`src/rtl/alu_merge_pkg.sv`:
```
// -----------------------------------------------------------------------------
// alu_merge_pkg
// Shared definitions for the ALU result merge block.
//   SRC_CH1 / SRC_CH2 : source tags, using the aluOpSel encoding (1 = channel 1,
//                       0 = channel 2). They appear on out_src and in the issue-order
//                       FIFO.
//   grant_e           : round-robin state. It records which channel won last.
//   sel_e             : combinational arbitration result for the current cycle.
//   cnt_width()       : width of an occupancy counter that must hold 0..depth.
// -----------------------------------------------------------------------------
package alu_merge_pkg;

  localparam logic SRC_CH1 = 1'b1;
  localparam logic SRC_CH2 = 1'b0;

  // Encoded so the value matches the source tag of the winning channel.
  typedef enum logic {
    GRANT_CH2 = 1'b0,
    GRANT_CH1 = 1'b1
  } grant_e;

  typedef enum logic [1:0] {
    SEL_NONE = 2'd0,
    SEL_CH1  = 2'd1,
    SEL_CH2  = 2'd2
  } sel_e;

  function automatic int cnt_width(input int depth);
    return $clog2(depth + 1);
  endfunction

endpackage

```
`src/rtl/merge_order_fifo.sv`:
```
// -----------------------------------------------------------------------------
// merge_order_fifo
// This is a 1-bit-wide issue-order FIFO. Each entry is the aluOpSel value of an
// issued operation. The head tells the merge arbiter which channel's result must
// leave next. The module exists only when MERGE_INORDER_EN is defined.
// Ports:
//   clk, rst_n : clock, asynchronous active-low reset (empties the FIFO)
//   push       : write push_sel this cycle. It is ignored while full.
//   push_sel   : aluOpSel value to record
//   pop        : drop the head this cycle. It is ignored while empty.
//   head       : oldest entry. It is only meaningful while !empty.
//   empty      : no entries
//   full       : ORDER_DEPTH entries held
// A write is visible at the head one cycle later at the earliest. There is no
// write-to-head bypass.
// -----------------------------------------------------------------------------
`ifdef MERGE_INORDER_EN
module merge_order_fifo
  import alu_merge_pkg::*;
#(
  parameter int ORDER_DEPTH = 4
) (
  input  logic clk,
  input  logic rst_n,
  input  logic push,
  input  logic push_sel,
  input  logic pop,
  output logic head,
  output logic empty,
  output logic full
);

  localparam int CW = cnt_width(ORDER_DEPTH);
  localparam int PW = (ORDER_DEPTH > 1) ? $clog2(ORDER_DEPTH) : 1;

  logic [ORDER_DEPTH-1:0] mem;
  logic [PW-1:0]          wr_ptr;
  logic [PW-1:0]          rd_ptr;
  logic [CW-1:0]          count;
  logic                   push_ok;
  logic                   pop_ok;

  // Pointer increment wraps explicitly, so depths that are not a power of two work.
  function automatic logic [PW-1:0] ptr_inc(input logic [PW-1:0] p);
    if (p == PW'(ORDER_DEPTH - 1)) begin
      return '0;
    end
    return p + PW'(1);
  endfunction

  assign empty   = (count == '0);
  assign full    = (count == CW'(ORDER_DEPTH));
  assign push_ok = push & ~full;
  assign pop_ok  = pop & ~empty;
  assign head    = mem[rd_ptr];

  always_ff @(posedge clk or negedge rst_n) begin
    if (!rst_n) begin
      mem    <= '0;
      wr_ptr <= '0;
      rd_ptr <= '0;
      count  <= '0;
    end else begin
      if (push_ok) begin
        mem[wr_ptr] <= push_sel;
        wr_ptr      <= ptr_inc(wr_ptr);
      end
      if (pop_ok) begin
        rd_ptr <= ptr_inc(rd_ptr);
      end
      case ({push_ok, pop_ok})
        2'b10:   count <= count + CW'(1);
        2'b01:   count <= count - CW'(1);
        default: count <= count;
      endcase
    end
  end

endmodule
`endif

```
`src/rtl/alu_result_merge.sv`:
```
// -----------------------------------------------------------------------------
// alu_result_merge
// Merges the two ALU result channels into one registered result stream for
// writeback. Channel 1 carries aluOpSel=1 results and channel 2 carries
// aluOpSel=0 results. The block arbitrates between them and holds the winner in a
// one-entry output stage.
//
// Handshake rule (all three interfaces): a beat transfers on a rising clk edge
// where valid & ready are both 1. Producers raise valid without waiting for ready.
// in1_ready and in2_ready depend on the valids and are never both 1 in a cycle.
// While out_valid & !out_ready, out_data and out_src hold stable.
//
// Ports:
//   clk, rst_n           : clock, asynchronous active-low reset
//   in1_valid/ready/data : channel-1 results (aluOpSel = 1)
//   in2_valid/ready/data : channel-2 results (aluOpSel = 0)
//   out_valid/ready/data : merged result toward writeback
//   out_src              : source tag of out_data (1 = channel 1, 0 = channel 2)
// Optional (macro MERGE_INORDER_EN):
//   issue_valid/ready/sel : issue-order stream. Each push records the aluOpSel
//                           value of an issued op. A result is granted only when
//                           its channel matches the oldest record. Results
//                           therefore leave in issue order.
// Without the macro the block uses plain round robin between the channels.
// -----------------------------------------------------------------------------
module alu_result_merge
  import alu_merge_pkg::*;
#(
  parameter int BITS_SIZE   = 64,
  parameter int ORDER_DEPTH = 4
) (
  input  logic                 clk,
  input  logic                 rst_n,
  input  logic                 in1_valid,
  output logic                 in1_ready,
  input  logic [BITS_SIZE-1:0] in1_data,
  input  logic                 in2_valid,
  output logic                 in2_ready,
  input  logic [BITS_SIZE-1:0] in2_data,
  output logic                 out_valid,
  input  logic                 out_ready,
  output logic [BITS_SIZE-1:0] out_data,
  output logic                 out_src
`ifdef MERGE_INORDER_EN
  ,
  input  logic                 issue_valid,
  input  logic                 issue_sel,
  output logic                 issue_ready
`endif
);

  if (ORDER_DEPTH < 1) begin : g_depth_check
    $error("ORDER_DEPTH must be at least 1");
  end

  // Arbiter state and output stage registers.
  grant_e               last_grant;
  grant_e               last_grant_nxt;
  logic                 out_valid_nxt;
  logic [BITS_SIZE-1:0] out_data_nxt;
  logic                 out_src_nxt;

  // Combinational arbitration.
  logic elig1;
  logic elig2;
  sel_e grant;
  logic can_load;
  logic accept;

`ifdef MERGE_INORDER_EN
  logic order_head;
  logic order_empty;
  logic order_full;

  assign issue_ready = ~order_full;

  merge_order_fifo #(
    .ORDER_DEPTH(ORDER_DEPTH)
  ) u_order_fifo (
    .clk      (clk),
    .rst_n    (rst_n),
    .push     (issue_valid & issue_ready),
    .push_sel (issue_sel),
    .pop      (accept),
    .head     (order_head),
    .empty    (order_empty),
    .full     (order_full)
  );
`endif

  always_comb begin
    elig1          = in1_valid;
    elig2          = in2_valid;
`ifdef MERGE_INORDER_EN
    // Only the channel named by the oldest issue record may compete. At most
    // one channel is eligible, so round robin never decides in this mode.
    elig1          = in1_valid & ~order_empty & (order_head == SRC_CH1);
    elig2          = in2_valid & ~order_empty & (order_head == SRC_CH2);
`endif
    grant          = SEL_NONE;
    if (elig1 && elig2) begin
      grant = (last_grant == GRANT_CH1) ? SEL_CH2 : SEL_CH1;
    end else if (elig1) begin
      grant = SEL_CH1;
    end else if (elig2) begin
      grant = SEL_CH2;
    end

    // The stage can take a new beat if it is empty or is being drained this cycle.
    can_load       = ~out_valid | out_ready;
    // rst_n is included so that no beat appears accepted while reset is held.
    in1_ready      = rst_n & can_load & (grant == SEL_CH1);
    in2_ready      = rst_n & can_load & (grant == SEL_CH2);
    accept         = in1_ready | in2_ready;

    last_grant_nxt = last_grant;
    out_valid_nxt  = out_valid;
    out_data_nxt   = out_data;
    out_src_nxt    = out_src;
    if (in1_ready) begin
      out_valid_nxt  = 1'b1;
      out_data_nxt   = in1_data;
      out_src_nxt    = SRC_CH1;
      last_grant_nxt = GRANT_CH1;
    end else if (in2_ready) begin
      out_valid_nxt  = 1'b1;
      out_data_nxt   = in2_data;
      out_src_nxt    = SRC_CH2;
      last_grant_nxt = GRANT_CH2;
    end else if (out_ready) begin
      out_valid_nxt  = 1'b0;
    end
  end

  // Reset sets last_grant to channel 2, so channel 1 wins the first contest.
  always_ff @(posedge clk or negedge rst_n) begin
    if (!rst_n) begin
      last_grant <= GRANT_CH2;
      out_valid  <= 1'b0;
      out_data   <= '0;
      out_src    <= SRC_CH2;
    end else begin
      last_grant <= last_grant_nxt;
      out_valid  <= out_valid_nxt;
      out_data   <= out_data_nxt;
      out_src    <= out_src_nxt;
    end
  end

endmodule

```
`config.mk`:
```
export PLATFORM = sky130hd
export DESIGN_NAME = alu_result_merge
export DESIGN_NICKNAME = d
export VERILOG_FILES = /design/src/rtl/alu_merge_pkg.sv /design/src/rtl/merge_order_fifo.sv /design/src/rtl/alu_result_merge.sv
export SDC_FILE = /design/constraint.sdc
export NUM_CORES = 1
export LEC_CHECK = 0
export CAP_MARGIN = 20
export CORE_MARGIN = 8
export CORE_UTILIZATION = 25
export DETAILED_ROUTE_END_ITERATION = 8
export SYNTH_ARGS = -nofsm -noshare
export SYNTH_HDL_FRONTEND = slang
export SYNTH_SLANG_ARGS = --single-unit
export TNS_END_PERCENT = 100
```
`constraint.sdc`:
```
create_clock -name clk -period 1.65 [get_ports clk]
set_input_delay 0.165 -clock clk [delete_from_list [all_inputs] [get_ports clk]]
set_output_delay 0.165 -clock clk [all_outputs]
set_load 0.02 [all_outputs]
```
==> results.tsv <==
stage	metric	value	unit
place	placed_cells	749	
sta	clock.fmax	635	MHz
synthesis	yosysWarningCount	0	
clock_tree	cts_setup_buffers	0	
routing	wirelength	15.9	mm
synthesis	mean_instance_size_in_the_synthesized_netlist	9.40	sq um
routing	drt.antenna.violating_nets	0	
clock_tree	path_clk_slew	0.05	ns
setup_path	worstSetupPathType	in2out	
final_layout	count_of_placed_standard_cells_in_the_final_layout_fillers_left_out	766	
clock_tree	ctsHtreeMaxLevel	3	
sta	maxSlewHeadroom	0.613	
worst_hold_path	worst_hold_path_type	in2reg	
synthesis	synth_seq_area_share	0.432	
sta	timing.final.hold_violations	0	
routing	wl_met3	1.33	mm
power	max-vdd-ir-drop	0.563	mV
power	power.static_leakage	2.27	nW
synthesis	most_frequently_used_flop_master_after_synthesis	sky130_fd_sc_hd__dfrtp_1	
clock_tree	tritoncts	built	
sta	total_negative_setup_slacks	0	ns
routing	top_layer	met4	
final_layout	layout-drive-gt1-share	0.0900	
power	power_switching_share	0.328	
power	p_total	6.64	mW
synthesis	synth_seq_cells	66	
place	placement.cell_area	6000	sq um
floorplanning	floorplan.die_area	19500	sq um
floorplanning	floorplan.initialDensity	0.254	
sta	grt_setup_unrepaired	false	
power	share_comb_of_total_power	0.373	
floorplanning	top_level_ports	201	
global_route	grt_pass1_wl	25.2	mm
final_layout	postLayoutCellArea	6340	sq um
global_route	grt.total_usage	0.158	
power	power.switching	2.18	mW
routing	viasPerCell	5.82	
synthesis	count_of_flip_flops_with_a_built_in_enable_after_synthesis	0	
final_layout	antenna-diode-count	0	
place	detailedPlacementHpwl	10.8	mm
global_route	number_of_antenna_violations_at_the_first_check_in_global_routing	0	
sta	maxSlewViolCount	0	
clock_tree	tritoncts_buffers	9	
routing	drt_first_pass_iters	5	
clock_tree	clkLatencyLatePin	0.33	ns
sta	setup-violations-final	0	
power	cellPowerDensity	1050	nW/um^2
clock_tree	max-clock-path-buffers	2	
run_status	run_status	complete, no violations	
floorplanning	chipHeight	140	um
power	power_frac_seq	0.319	
synthesis	syn-num-nets	540	
final_layout	fin_nets	706	
routing	routed-wl-met2	7.69	mm
floorplanning	fp.dieW	140	um
synthesis	yosysUniqueCellTypes	23	
setup_path	worstSetupStartpointType	input port	
floorplanning	row_count	45	
final_layout	syn_to_final_growth	65.8	%
power	power.internal	4.46	mW
routing	wirelength_met1	6.46	mm
routing	route.detailed.wl_per_inst	20.7	um
flow_run	maxCapViolCount	0	
setup_path	setup.worst_path.end_class	output pin	
setup_path	worstPathArrival	1.41	ns
final_layout	ff_latch_area	1650	sq um
floorplanning	fp.coreArea	15100	sq um
setup_path	crit_path_max_fanout	6	
synthesis	ys_async_sr_fraction	1.00	
global_route	first_global_vias	4613	
final_layout	combined_area_of_the_multi_input_logic_cells	1810	sq um
setup_path	required	1.48	ns
routing	drt_iter0_markers	348	
global_route	gr-total-overflow	0	
sta	finalCriticalPeriod	1.57	ns
routing	total_number_of_vias	4458	
sta	final_min_period_over_clock_period	0.954	
sta	worst_slew_pin_slew	0.580	ns
place	place.port_buffers	200	
power	power_frac_clock	0.309	
final_layout	nFillCells	1488	
clock_tree	cts_root_buf	sky130_fd_sc_hd__clkbuf_16	
synthesis	synth_area	3830	sq um
place	globalplace.congestion	0.773	
clock_tree	clock_sinks	66	
synthesis	post_synth_inst_count	407	
global_route	grt_start_max_net_pins	133	
sta	fin_worst_skew	0.00491	ns
routing	remaining_drc_errors	0	
## cell families (layout without fill, tap and decap cells)
group,Yosys count,in the layout,share of synthesized area
simple gates,74,74,0.120
flops,66,66,0.432
compound gates,195,195,0.346
buf+inv,72,243,0.103
## stage by stage
stage               setup WS, ns  utilization  hold WS [ns]
floorplan                  0.123            -        -0.131
global placement          -0.207        0.398         0.216
detailed placement        -0.281        0.398         0.226
CTS                       0.0162        0.419         0.394
global route             0.00862        0.420         0.411
finish                    0.0751        0.420         0.410
## state kept, by name (all words and copies together), names as in the netlist
name and flops:
out_data 64, last_grant 1, out_valid 1
## repair_timing
| item | in CTS | in global routing |
|---|---|---|
| endpoints found under the hold margin | 66 | 0 |
| setup endpoints to repair | 2 | 52 |
| cloned | 0 | 0 |
| gates resized for setup | 2 | 7 |
| hold buffers | 1 | 0 |
## power by group through the flow
| stage | clock network, mW | logic (mW) | registers, mW |
|---|---|---|---|
| 3_5_place_dp | 0 | 2.48 | 2.14 |
| 3_3_place_gp | 0 | 2.46 | 2.13 |
| 4_1_cts | 2.11 | 2.48 | 2.12 |
| 6_report | 2.05 | 2.47 | 2.11 |
| 5_1_grt | 2.17 | 2.64 | 2.16 |
| 2_1_floorplan | 0 | 0.806 | 2.51 |
## placed cells by master, fill, tap and decap left out, types with 2 or more instances in the layout
| master | Yosys | final |
|---|---|---|
| sky130_fd_sc_hd__buf_6 | 8 | 3 |
| sky130_fd_sc_hd__clkdlybuf4s50_1 | 0 | 196 |
| sky130_fd_sc_hd__clkbuf_16 | 0 | 9 |
| sky130_fd_sc_hd__dfrtp_1 | 66 | 66 |
| sky130_fd_sc_hd__or2_2 | 1 | 2 |
| sky130_fd_sc_hd__clkbuf_1 | 22 | 2 |
| sky130_fd_sc_hd__o31ai_1 | 61 | 61 |
| sky130_fd_sc_hd__clkbuf_8 | 0 | 4 |
| sky130_fd_sc_hd__buf_12 | 0 | 8 |
| sky130_fd_sc_hd__a31oi_1 | 128 | 128 |
| sky130_fd_sc_hd__nand4_1 | 64 | 64 |
| sky130_fd_sc_hd__o31ai_2 | 3 | 3 |
| sky130_fd_sc_hd__buf_4 | 5 | 14 |
## worst paths after layout
kind	startpoint	to	slack, ns	cells past startpoint
hold / removal	in2_data[18]	out_data[18]$_DFFE_PN0P_	0.41	3
setup reg to reg	out_valid$_DFFE_PN0P_	out_data[26]$_DFFE_PN0P_	0.17	5
hold reg to reg	out_data[30]$_DFFE_PN0P_	out_data[30]$_DFFE_PN0P_	0.54	2
setup / recovery	rst_n	in1_ready	0.08	5
max in group asynchronous	rst_n	out_data[48]$_DFFE_PN0P_	0.72	3
min in group asynchronous	rst_n	out_data[45]$_DFFE_PN0P_	0.42	3
## routing by layer
layer | vias up | track usage
met4 | 0 | 0.0703
met5 | - | 0
met1 | 2177 | 0.182
met2 | 230 | 0.262
met3 | 27 | 0.0534
li1 | 2024 | -
## synthesized netlist by cell type, types with 2 or more instances
library cell               number  share of area
sky130_fd_sc_hd__nor2b_1        2         0.0033
sky130_fd_sc_hd__o31ai_2        3         0.0098
sky130_fd_sc_hd__a31oi_1      128           0.21
sky130_fd_sc_hd__buf_4          5         0.0098
sky130_fd_sc_hd__clkbuf_1      22          0.022
sky130_fd_sc_hd__o31ai_1       61           0.12
sky130_fd_sc_hd__dfrtp_1       66           0.43
sky130_fd_sc_hd__nand4_1       64           0.10
sky130_fd_sc_hd__buf_2         35          0.046
sky130_fd_sc_hd__buf_6          8          0.024
## cell type report
class,instances,area share
well taps,188,0.0371
clock buffers,15,0.0454
flip-flops and latches,66,0.260
clock inverters,1,0.00473
inverters,1,0.000592
repair buffers,226,0.366
multi-input cells,269,0.286
## worst max-delay path: stages
cell and delay (ns):
sky130_fd_sc_hd__dlygate4sd3_1 0.54, sky130_fd_sc_hd__buf_6 0.16, sky130_fd_sc_hd__nand2_1 0.08, sky130_fd_sc_hd__nor2_1 0.10
sky130_fd_sc_hd__dlygate4sd2_1 0.35
Note: power is estimated with default switching activity, not from simulation.
